--- src/rtl/jisp_pkg.sv ---
// Shared constants for the JFIF BT.601 full-range RGB -> YCbCr converter.
package jisp_pkg;

  localparam int CSC_CW    = 10;
  localparam int CSC_RND   = 128;
  localparam int CSC_OFS   = 128;
  localparam int CSC_SHIFT = 8;

  typedef logic signed [CSC_CW-1:0] coef_t;

  // Rows: Y, Cb, Cr. Columns: R, G, B.
  localparam coef_t CSC_COEF [3][3] = '{
    '{coef_t'(77),  coef_t'(150),  coef_t'(29)},
    '{coef_t'(-43), coef_t'(-85),  coef_t'(128)},
    '{coef_t'(128), coef_t'(-107), coef_t'(-21)}
  };

endpackage

--- src/rtl/csc_dot3.sv ---
// One output row of the colour matrix: products registered, then rounded sum registered.
// Two cycles of latency; both stages freeze while i_en is low.
module csc_dot3
  import jisp_pkg::*;
#(
  parameter int DW  = 8,
  parameter int CW  = CSC_CW,
  parameter int ROW = 0
) (
  input  logic                   clk,
  input  logic                   resetn,
  input  logic                   i_en,
  input  logic [DW-1:0]          i_px [3],
  output logic signed [CW+DW+2:0] o_sum
);

  localparam int PW = CW + DW + 1;
  localparam int SW = CW + DW + 3;

  logic signed [PW-1:0] w_coef [3];
  logic signed [PW-1:0] w_px   [3];
  logic signed [PW-1:0] r_prod [3];
  logic signed [SW-1:0] r_sum;

  // Pixels enter as unsigned; a zero MSB makes them non-negative signed operands.
  always_comb begin
    for (int k = 0; k < 3; k++) begin
      w_coef[k] = PW'(CSC_COEF[ROW][k]);
      w_px[k]   = PW'(signed'({1'b0, i_px[k]}));
    end
  end

  always_ff @(posedge clk or negedge resetn) begin
    if (!resetn) begin
      for (int k = 0; k < 3; k++) r_prod[k] <= '0;
      r_sum <= '0;
    end else if (i_en) begin
      for (int k = 0; k < 3; k++) r_prod[k] <= w_coef[k] * w_px[k];
      r_sum <= SW'(r_prod[0]) + SW'(r_prod[1]) + SW'(r_prod[2]) + SW'(CSC_RND);
    end
  end

  assign o_sum = r_sum;

endmodule

--- src/rtl/rgb2yuv.sv ---
// RGB -> YCbCr 3-stage pipeline, result 3 cycles after acceptance at 1 pixel/clk.
// yuv_out_hold freezes every stage and is passed straight back as rgb_in_hold.
module rgb2yuv
  import jisp_pkg::*;
#(
  parameter int DW = 8,
  parameter int CW = CSC_CW
) (
  input  logic          clk,
  input  logic          resetn,
  input  logic [DW-1:0] rgb_in [3],
  input  logic          rgb_in_valid,
  output logic          rgb_in_hold,
  input  logic          frame_valid_in,
  input  logic          line_valid_in,
  output logic [DW-1:0] yuv_out [3],
  output logic          yuv_out_valid,
  input  logic          yuv_out_hold,
  output logic          frame_valid_out,
  output logic          line_valid_out
);

  localparam int SW   = CW + DW + 3;
  localparam int MAXV = (1 << DW) - 1;

  logic                 w_en;
  logic                 w_acc;
  logic signed [SW-1:0] w_sum   [3];
  logic signed [SW-1:0] w_shf   [3];
  logic [DW-1:0]        w_clamp [3];
  logic [2:0]           r_vld;
  logic [2:0]           r_fv;
  logic [2:0]           r_lv;
  logic [DW-1:0]        r_yuv   [3];

  assign w_en        = ~yuv_out_hold;
  assign rgb_in_hold = yuv_out_hold;
  assign w_acc       = rgb_in_valid & ~rgb_in_hold;

  for (genvar c = 0; c < 3; c++) begin : g_row
    csc_dot3 #(.DW(DW), .CW(CW), .ROW(c)) u_dot (
      .clk    (clk),
      .resetn (resetn),
      .i_en   (w_en),
      .i_px   (rgb_in),
      .o_sum  (w_sum[c])
    );
  end

  // Floor shift, chroma offset, then saturate into the output range.
  always_comb begin
    for (int c = 0; c < 3; c++) begin
      w_shf[c] = (w_sum[c] >>> CSC_SHIFT) + ((c == 0) ? SW'(0) : SW'(CSC_OFS));
      if (w_shf[c] < 0)
        w_clamp[c] = '0;
      else if (w_shf[c] > SW'(MAXV))
        w_clamp[c] = '1;
      else
        w_clamp[c] = w_shf[c][DW-1:0];
    end
  end

  always_ff @(posedge clk or negedge resetn) begin
    if (!resetn) begin
      r_vld <= '0;
      r_fv  <= '0;
      r_lv  <= '0;
      for (int c = 0; c < 3; c++) r_yuv[c] <= '0;
    end else if (w_en) begin
      r_vld <= {r_vld[1:0], w_acc};
      r_fv  <= {r_fv[1:0], frame_valid_in};
      r_lv  <= {r_lv[1:0], line_valid_in};
      for (int c = 0; c < 3; c++) r_yuv[c] <= w_clamp[c];
    end
  end

  assign yuv_out         = r_yuv;
  assign yuv_out_valid   = r_vld[2];
  assign frame_valid_out = r_fv[2];
  assign line_valid_out  = r_lv[2];

endmodule

--- config.mk ---
export PLATFORM = sky130hd
export DESIGN_NAME = rgb2yuv
export DESIGN_NICKNAME = d
export VERILOG_FILES = /design/src/rtl/jisp_pkg.sv /design/src/rtl/csc_dot3.sv /design/src/rtl/rgb2yuv.sv
export SDC_FILE = /design/constraint.sdc
export NUM_CORES = 1
export LEC_CHECK = 0
export ABC_AREA = 1
export CAP_MARGIN = 20
export CORE_MARGIN = 2
export CORE_UTILIZATION = 39
export DETAILED_ROUTE_END_ITERATION = 8
export GPL_TIMING_DRIVEN = 0
export HOLD_SLACK_MARGIN = 0.02
export PLACE_DENSITY_LB_ADDON = 0.2
export SKIP_LAST_GASP = 1
export SYNTH_ARGS = -nofsm -noshare
export SYNTH_HDL_FRONTEND = slang
export SYNTH_SLANG_ARGS = --single-unit
--- constraint.sdc ---
create_clock -name clk -period 4.3 [get_ports clk]
set_clock_uncertainty 0.2 [all_clocks]
set_input_delay 1.075 -clock clk [delete_from_list [all_inputs] [get_ports clk]]
set_output_delay 1.075 -clock clk [all_outputs]
set_load 0.02 [all_outputs]
==> results summary, run 1 <==
Leaving out fill and tap cells, the most frequent cell in the layout is sky130_fd_sc_hd__nand2_1. The placeable core region is 0.0464 mm2. The global-route wire length before repair is 86400 um. The startpoint identified for the worst hold timing path is g_row[2].u_dot.o_sum[8]. The via count of the first global-routing pass is 15400. Measured against its own limit, the worst slew margin works out to 23.0%. The number of inserted diodes is 0. The top cell types in the final layout, fill and taps aside, are sky130_fd_sc_hd__nand2_1, sky130_fd_sc_hd__inv_1, sky130_fd_sc_hd__ha_1, sky130_fd_sc_hd__dfrtp_1, sky130_fd_sc_hd__o21ai_0.

The area growth from synthesis to layout is 13.2%. The setup violation total in the final timing report came out at 0. The maximum fanout count along the critical path is 7. Wires add up to 55100 um. The effective utilization at floorplan came out at 39.4%.

The leakage dissipation came out at 10.9 nW. In the final design database the tool counted 2885 nets. At the worst endpoint, the required time is 4.42 ns. The clock-pin transition on the worst setup and hold timing paths is 0.07 ns.

The synthesized netlist cell count is 2344. The unique cell type count in the Yosys netlist is 51. Summing all placed instances gives a cell area of 0.0197 mm2. The weighted congestion at the end of routability-driven global placement came out at 0.898.

The die width is 220 um. The total track usage came out at 23.7%. Clock tree synthesis inserted a total of 17 buffers. The number of violations reported at the end of detailed-routing iteration 0 is 1049. CTS saw 181 sinks.

The part of the cycle the worst path needs is 97.7%. The count of hold-fix buffers inserted at cts came out at 0. The count of antenna-violating nets left after detailed routing came out at 0. The H-tree depth is 4. The remaining routing DRC violations came out at 0. Fill cells in the final layout number 4725.

The cell at the root of the clock tree is sky130_fd_sc_hd__clkbuf_16. The final critical path time including I/O delays and setup came out at 4.20 ns. The start point of the critical path is rgb_in[1]. The data arrival at the endpoint of the critical path came out at 4.32 ns. The power per unit of standard cell area is 735 mW/mm2. The total negative slack for setup checks came out at 0 ns. The post-layout instance area is 0.0207 mm2. The total instance count after detailed placement came out at 3010. The highest clock rate came out at 238 MHz. The mean number of vias per cell is 5.10. The count of buffers added on input and output ports is 56. The measured slew at the worst slew-check pin came out at 1.15 ns. Yosys printed 0 warnings. The clock passes through at most 2 buffers.

The category of the worst setup path launch point is an input port. The boundary pin count came out at 58. The number of cells in the finished layout apart from fillers came out at 3050. The mean instance size in the synthesized netlist is 7.79 um2.

The met1 layer usage reported by global route is 32.9%. The number of antenna violations at the first check in global routing was 0. The post-DP HPWL is 44500 um. The global routing stage identified its most utilized layer as met2.

The flow ran to the end, and the final reports show no timing, DRC or antenna violations. The CTS tree is done. The clock reaches the later pin of the worst-skew pair after 0.49 ns. From bottom edge to top edge, the die measures 220 um. The total number of placement rows is 79. The hold slack is 0.269 ns.

The full die area is 0.0486 mm2. Summing the sequential cell areas from Yosys gives 24.8% of the chip area. After global routing the overflow that remains totals 0.

STA classifies the critical path endpoint as a flip-flop. The share of post-route cells with drive strength above 1 is 8.06%. The reg-to-reg critical path startpoint is g_row[0].u_dot.r_prod[39].

The type of the tightest min-delay check is reg2reg. The routed via count is 15500. The combined area of all synthesized cells is 0.0183 mm2. The total count of hold-check failures in the final report is 0. The number of search-and-repair iterations in the first detailed-routing pass came out at 7. The number of flip-flops and latches in the synthesized netlist came out at 181. Max-cap violations in this run came to 0. Setup repair after global routing could not meet its margin everywhere. The met2 routing resource usage after global routing is 37.4%. By startpoint and endpoint, the worst setup path is classified as in2reg. The final count of pins violating max slew came to 0. VDD sags by at most 0.000429 V. The largest net degree at the start of global routing came out at 94.

In the final routed layout, each cell accounts on average for 18.1 um. The synthesized netlist net count is 2798. The global routing usage on met3 came out at 3.56%.
worst paths after layout:
path	slack, ns	end	cells past startpoint
setup / recovery	0.1	g_row[2].u_dot.r_prod[11]	15
hold / removal	0.27	g_row[2].u_dot.o_sum[8]	2
setup reg to reg	0.30	g_row[1].u_dot.o_sum[17]	24
hold reg to reg	0.27	g_row[2].u_dot.o_sum[8]	2
max in group asynchronous	2.52	g_row[0].u_dot.r_prod[39]	2
min in group asynchronous	0.40	g_row[2].u_dot.r_prod[23]	1
registers in the layout, indices dropped and copies added (netlist names):
signal,flops
g_row.u_dot.o_sum,36
g_row.u_dot.r_prod,112
r_fv,3
r_lv,3
r_vld,3
yuv_out,24
critical path, cell delays in order:
cell	delay, ns
sky130_fd_sc_hd__clkbuf_4	0.17
sky130_fd_sc_hd__inv_1	0.09
sky130_fd_sc_hd__ha_1	0.32
sky130_fd_sc_hd__fa_1	0.47
sky130_fd_sc_hd__fa_1	0.49
sky130_fd_sc_hd__ha_1	0.33
sky130_fd_sc_hd__ha_4	0.29
sky130_fd_sc_hd__a21oi_4	0.17
sky130_fd_sc_hd__o21ai_2	0.08
sky130_fd_sc_hd__a21oi_2	0.14
sky130_fd_sc_hd__nor2_2	0.06
sky130_fd_sc_hd__o21ai_0	0.15
sky130_fd_sc_hd__nand2_1	0.11
sky130_fd_sc_hd__xnor2_2	0.23
sky130_fd_sc_hd__o21ai_0	0.12
routing by layer:
metal,up-vias,wire length [um]
met5,-,0
met4,0,1760
met3,69,2450
met2,299,24700
met1,7407,26100
li1,7768,-
through the flow:
stage               utilization, %  power, mW  setup slack [ns]
finish                        44.6       15.2            0.0992
global route                  44.6       16.9           -0.0508
CTS                           44.0       15.0           -0.0476
detailed placement            42.5       13.2             -1.37
global placement              42.3       13.1             -5.89
floorplan                        -       10.5           -0.0177
power by group:
group / total (mW) / internal, mW / leakage [nW] / switching [mW]
Clock: 1.62 / 0.869 / 0.273 / 0.747
Combinational: 10.7 / 3.97 / 8.50 / 6.77
Sequential: 2.85 / 2.34 / 2.17 / 0.512
Total: 15.2 / 7.17 / 10.9 / 8.03
what timing repair did:
action / in CTS / in global routing
buffers inserted: 3 / 5
endpoints found under the hold margin: 0 / 0
setup endpoints to repair: 55 / 33
pin swaps: 0 / 23
resized for setup: 122 / 96
Yosys cell counts (all sizes together):
master / number / area (um2)
a211oi: 4 / 30.0
a21boi: 2 / 15.0
a21o: 4 / 30.0
a21oi: 130 / 654
a221oi: 2 / 17.5
a22o: 8 / 70.1
a31o: 1 / 8.76
a31oi: 7 / 43.8
and2: 2 / 12.5
and3: 1 / 6.26
buf: 10 / 46.3
clkbuf: 29 / 139
clkinv: 1 / 3.75
dfrtp: 181 / 4530
fa: 90 / 1800
ha: 334 / 4180
inv: 366 / 1370
nand2: 643 / 2460
nand3: 112 / 576
nand3b: 8 / 67.6
nand4: 23 / 144
nor2: 145 / 597
nor3: 15 / 80.1
nor4: 1 / 6.26
o2111ai: 7 / 61.3
o211a: 1 / 10.0
o21a: 1 / 7.51
o21ai: 156 / 785
o21bai: 7 / 56.3
o221ai: 1 / 8.76
o22ai: 5 / 31.3
o31ai: 3 / 22.5
or2: 7 / 43.8
xnor2: 11 / 96.3
xor2: 26 / 243
layout make-up:
class | instances | area [um2] | area share [%]
multi-input combinational | 1757 | 12600 | 60.8
sequential | 181 | 4530 | 21.9
inverter | 367 | 1390 | 6.73
buffer | 39 | 185 | 0.896
clock inverter | 11 | 128 | 0.617
tap | 607 | 759 | 3.67
timing repair buffer | 68 | 667 | 3.23
clock buffer | 20 | 447 | 2.16
kinds of logic after synthesis:
group | count (synthesis) | share of synthesized area (%)
and+or+nand+nor | 957 | 21.9
adders and majority gates | 424 | 32.8
buffers and inverters | 406 | 8.56
AOI/OAI and AO/OA | 339 | 10.1
DFF | 181 | 24.8
xor gates and xnor gates | 37 | 1.86
Power figures use the tool's default switching activity.
==> inputs of run 2 (changes only) <==
--- a/config.mk
+++ b/config.mk
@@ -7,7 +7,6 @@
 export LEC_CHECK = 0
 export ABC_AREA = 1
 export CAP_MARGIN = 20
-export CORE_MARGIN = 2
 export CORE_UTILIZATION = 39
 export DETAILED_ROUTE_END_ITERATION = 8
 export GPL_TIMING_DRIVEN = 0
==> results summary, run 2 (same netlist as run 1, synthesis figures left out) <==
Setup repair after global routing could not meet its margin everywhere. The number of sinks on the clock net is 181 (unchanged). The total number of placement rows came out at 78 (-1.3%). The number of flip-flops in the largest register was 112 (unchanged). The endpoint class of the critical path is a flip-flop. The number of violations reported at the end of detailed-routing iteration 0 is 1030 (-1.8%). The number of inserted diodes is 0 (unchanged). The post-detailed-route wirelength per cell came out at 17.8 um (-1.5%).

The required time of the critical path is 4.43 ns (about the same). The routed via count is 15500 (-0.39%). The worst slew margin relative to its limit is 20.5% (-2.6 points). The buffer levels on the longest clock path came out at 2 (unchanged). The highest clock rate is 238 MHz (-0.18%).

The overall routed net length is 54000 um (-1.9%). The post-layout net count is 2882 (-0.10%). The library cells used most frequently in the layout, excluding fill and tap cells, are sky130_fd_sc_hd__nand2_1, sky130_fd_sc_hd__inv_1, sky130_fd_sc_hd__ha_1, sky130_fd_sc_hd__dfrtp_1, sky130_fd_sc_hd__o21ai_0. The mean number of vias per cell came to 5.09 (about the same). The total instance count after detailed placement is 3001 (-0.30%).

The largest net degree at the start of global routing came out at 103 (+9.6%). The total negative slack for setup checks was 0 ns (unchanged). The register-to-register setup slack came out at 0.27 ns (-0.03 ns). The total count of hold-check failures in the final report is 0 (unchanged). The boundary pin count is 58 (unchanged). The clock insertion delay at the later pin of the skew report is 0.50 ns (about the same). The measured slew at the worst slew-check pin is 1.19 ns (+0.0385 ns). The power per unit of standard cell area came to 733 mW/mm2 (-0.37%). The cell count of the worst hold path came to 2 (unchanged).

The count of buffers from port buffering was 56 (unchanged). The total track usage came out at 23.9% (+0.25 points). The max-cap check violation count came out at 0 (unchanged). The via count of the first global-routing pass came out at 15500 (+0.41%).

Relative to the synthesized area, the layout overhead comes to 12.5%. The final critical path time including I/O delays and setup is 4.21 ns (+0.00742 ns). The remaining routing DRC violations came out at 0 (unchanged). The setup violation total in the final timing report is 0 (unchanged). The full die area came to 0.0477 mm2 (-1.8%).

The post-DP HPWL came out at 43700 um (-1.7%). The cell at the root of the clock tree is sky130_fd_sc_hd__clkbuf_16. In this run the most critical hold path is launched from g_row[0].u_dot.o_sum[14]. The post-layout instance area was 0.0205 mm2 (-0.67%). The effective utilization at floorplan is 39.9% (+0.50 points). The part of the cycle the worst path needs came out at 97.9% (+0.17 points). The placeable core region came out at 0.0458 mm2 (-1.3%). The count of hold-fix buffers inserted at cts is 0 (unchanged).

STA classifies the critical path startpoint as an input port. The hold-critical path endpoint is g_row[0].u_dot.o_sum[14]. The flow ran to the end, and the final reports show no timing, DRC or antenna violations. The endpoint identified for the worst register-to-register timing path is g_row[1].u_dot.o_sum[17]. The leakage dissipation is 10.9 nW (-0.50%).

The number of antenna violations at the first check in global routing is 1 (+1). The global-route wire length before repair came out at 86600 um (+0.28%). The die width came to 218 um (-0.91%). The overall overflow remaining after global route is 0 (unchanged). By startpoint and endpoint, the worst setup path is classified as in2reg.

TritonCTS built the clock tree. The vertical die dimension was 218 um (-0.91%). The H-tree depth was 4 (unchanged).

Leaving out fill and tap cells, the most frequent cell in the layout is sky130_fd_sc_hd__nand2_1. The worst IR drop on VDD came out at 0.000442 V (+3.0%). The final count of pins violating max slew is 0 (unchanged).

The maximum fanout count along the critical path was 5 (-2). The count of antenna-violating nets left after detailed routing is 0 (unchanged). The worst register-to-register path begins at g_row[0].u_dot.r_prod[39]. The share of post-route cells with drive strength above 1 is 7.30% (-0.77 points).

The clock-pin transition on the worst setup and hold timing paths came out at 0.07 ns (about the same). The weighted congestion at the end of routability-driven global placement is 0.938 (+4.4%). The depth of the worst register-to-register path came out at 24 (unchanged). The post-detailed-placement cell area is 0.0197 mm2 (-0.32%).

The hold slack came out at 0.277 ns (+0.00867 ns). The data arrival at the endpoint of the critical path is 4.34 ns (+0.02 ns). The total CTS buffers came out at 17 (unchanged). The worst hold path belongs to the class reg2reg. The number of cells in the finished layout apart from fillers is 3039 (-0.36%). The number of search-and-repair iterations in the first detailed-routing pass is 6 (-1). g_row.u_dot.r_prod holds more flip-flops than any other register.
run 2: changes by cell type in the layout (fill, tap and decap cells not counted), sizes merged:
cell | previous run | this run
bufinv | 2 | 1
clkbuf | 55 | 53
buf | 38 | 35
clkinv | 5 | 2
clkdlybuf4s15 | 2 | 4
clkinvlp | 6 | 9
run 2: worst max-delay path, cell delays in order:
cell and delay, ns:
sky130_fd_sc_hd__clkdlybuf4s15_2 0.25, sky130_fd_sc_hd__inv_1 0.10, sky130_fd_sc_hd__ha_4 0.29, sky130_fd_sc_hd__fa_1 0.44, sky130_fd_sc_hd__fa_1 0.46, sky130_fd_sc_hd__fa_1 0.50
sky130_fd_sc_hd__ha_4 0.32, sky130_fd_sc_hd__nand2_1 0.09, sky130_fd_sc_hd__o21ai_2 0.20, sky130_fd_sc_hd__a21oi_2 0.06, sky130_fd_sc_hd__nor2_2 0.14, sky130_fd_sc_hd__o21ai_1 0.07
sky130_fd_sc_hd__nand2_1 0.10, sky130_fd_sc_hd__xnor2_2 0.12, sky130_fd_sc_hd__o21ai_0 0.11
run 2: what timing repair did:
item,CTS,global route
setup buffers,5,3
resized for setup,112,85
pin swaps,0,13
setup endpoints to repair,54,31
run 2: area by class of cell:
| type | count | area, um2 |
|---|---|---|
| multi-input combinational | 1757 | 12500 |
| fill | 4640 | 25200 |
| timing repair buffer | 65 | 597 |
| inverter | 367 | 1390 |
| tap | 600 | 751 |
| clock inverter | 10 | 101 |
| buffer | 39 | 185 |
| clock buffer | 20 | 457 |
| sequential | 181 | 4530 |
run 2: worst max path at each step:
stage / from / to / slack, ns / depth (start not counted)
CTS: rgb_in[15] / g_row[2].u_dot.r_prod[31] / -0.01 / 20
global placement: resetn / r_lv[1] / -5.78 / 1
detailed placement: rgb_in[13] / g_row[2].u_dot.r_prod[31] / -1.41 / 21
floorplan: rgb_in[9] / g_row[1].u_dot.r_prod[30] / -0.02 / 15
finish: rgb_in[17] / g_row[1].u_dot.r_prod[50] / 0.09 / 15
global route: rgb_in[17] / g_row[1].u_dot.r_prod[50] / -0.06 / 15
run 2: layer usage:
| metal | global-route usage, % | up-vias | part of all wire, % |
|---|---|---|---|
| met2 | 37.8 | 270 | 45 |
| met3 | 3.27 | 58 | 3.6 |
| met5 | 0 | - | 0.024 |
| li1 | - | 7753 | - |
| met4 | 6.43 | 2 | 1.9 |
| met1 | 33.9 | 7399 | 50 |
run 2: report_power, final:
part	total, mW	leakage, nW	switching [mW]	internal [mW]
Clock	1.57	0.253	0.747	0.823
Combinational	10.6	8.46	6.70	3.94
Sequential	2.84	2.17	0.506	2.34
run 2: stage by stage:
stage / util, % / power (mW) / worst slack [ns]
CTS: 44.3 / 14.9 / -0.0116
global route: 44.9 / 16.8 / -0.0552
global placement: 42.9 / 13.0 / -5.78
detailed placement: 42.9 / 13.1 / -1.41
finish: 44.9 / 15.0 / 0.0918
floorplan: - / 10.5 / -0.0177
==> inputs of run 3 (changes only) <==
--- a/config.mk
+++ b/config.mk
@@ -6,8 +6,9 @@
 export NUM_CORES = 1
 export LEC_CHECK = 0
 export ABC_AREA = 1
-export CAP_MARGIN = 20
+export CAP_MARGIN = 10
 export CORE_UTILIZATION = 39
+export CTS_CLUSTER_SIZE = 16
 export DETAILED_ROUTE_END_ITERATION = 8
 export GPL_TIMING_DRIVEN = 0
 export HOLD_SLACK_MARGIN = 0.02
==> results of run 3 <==
Same layout as run 2: the final DEF is identical, and so are final timing and power.
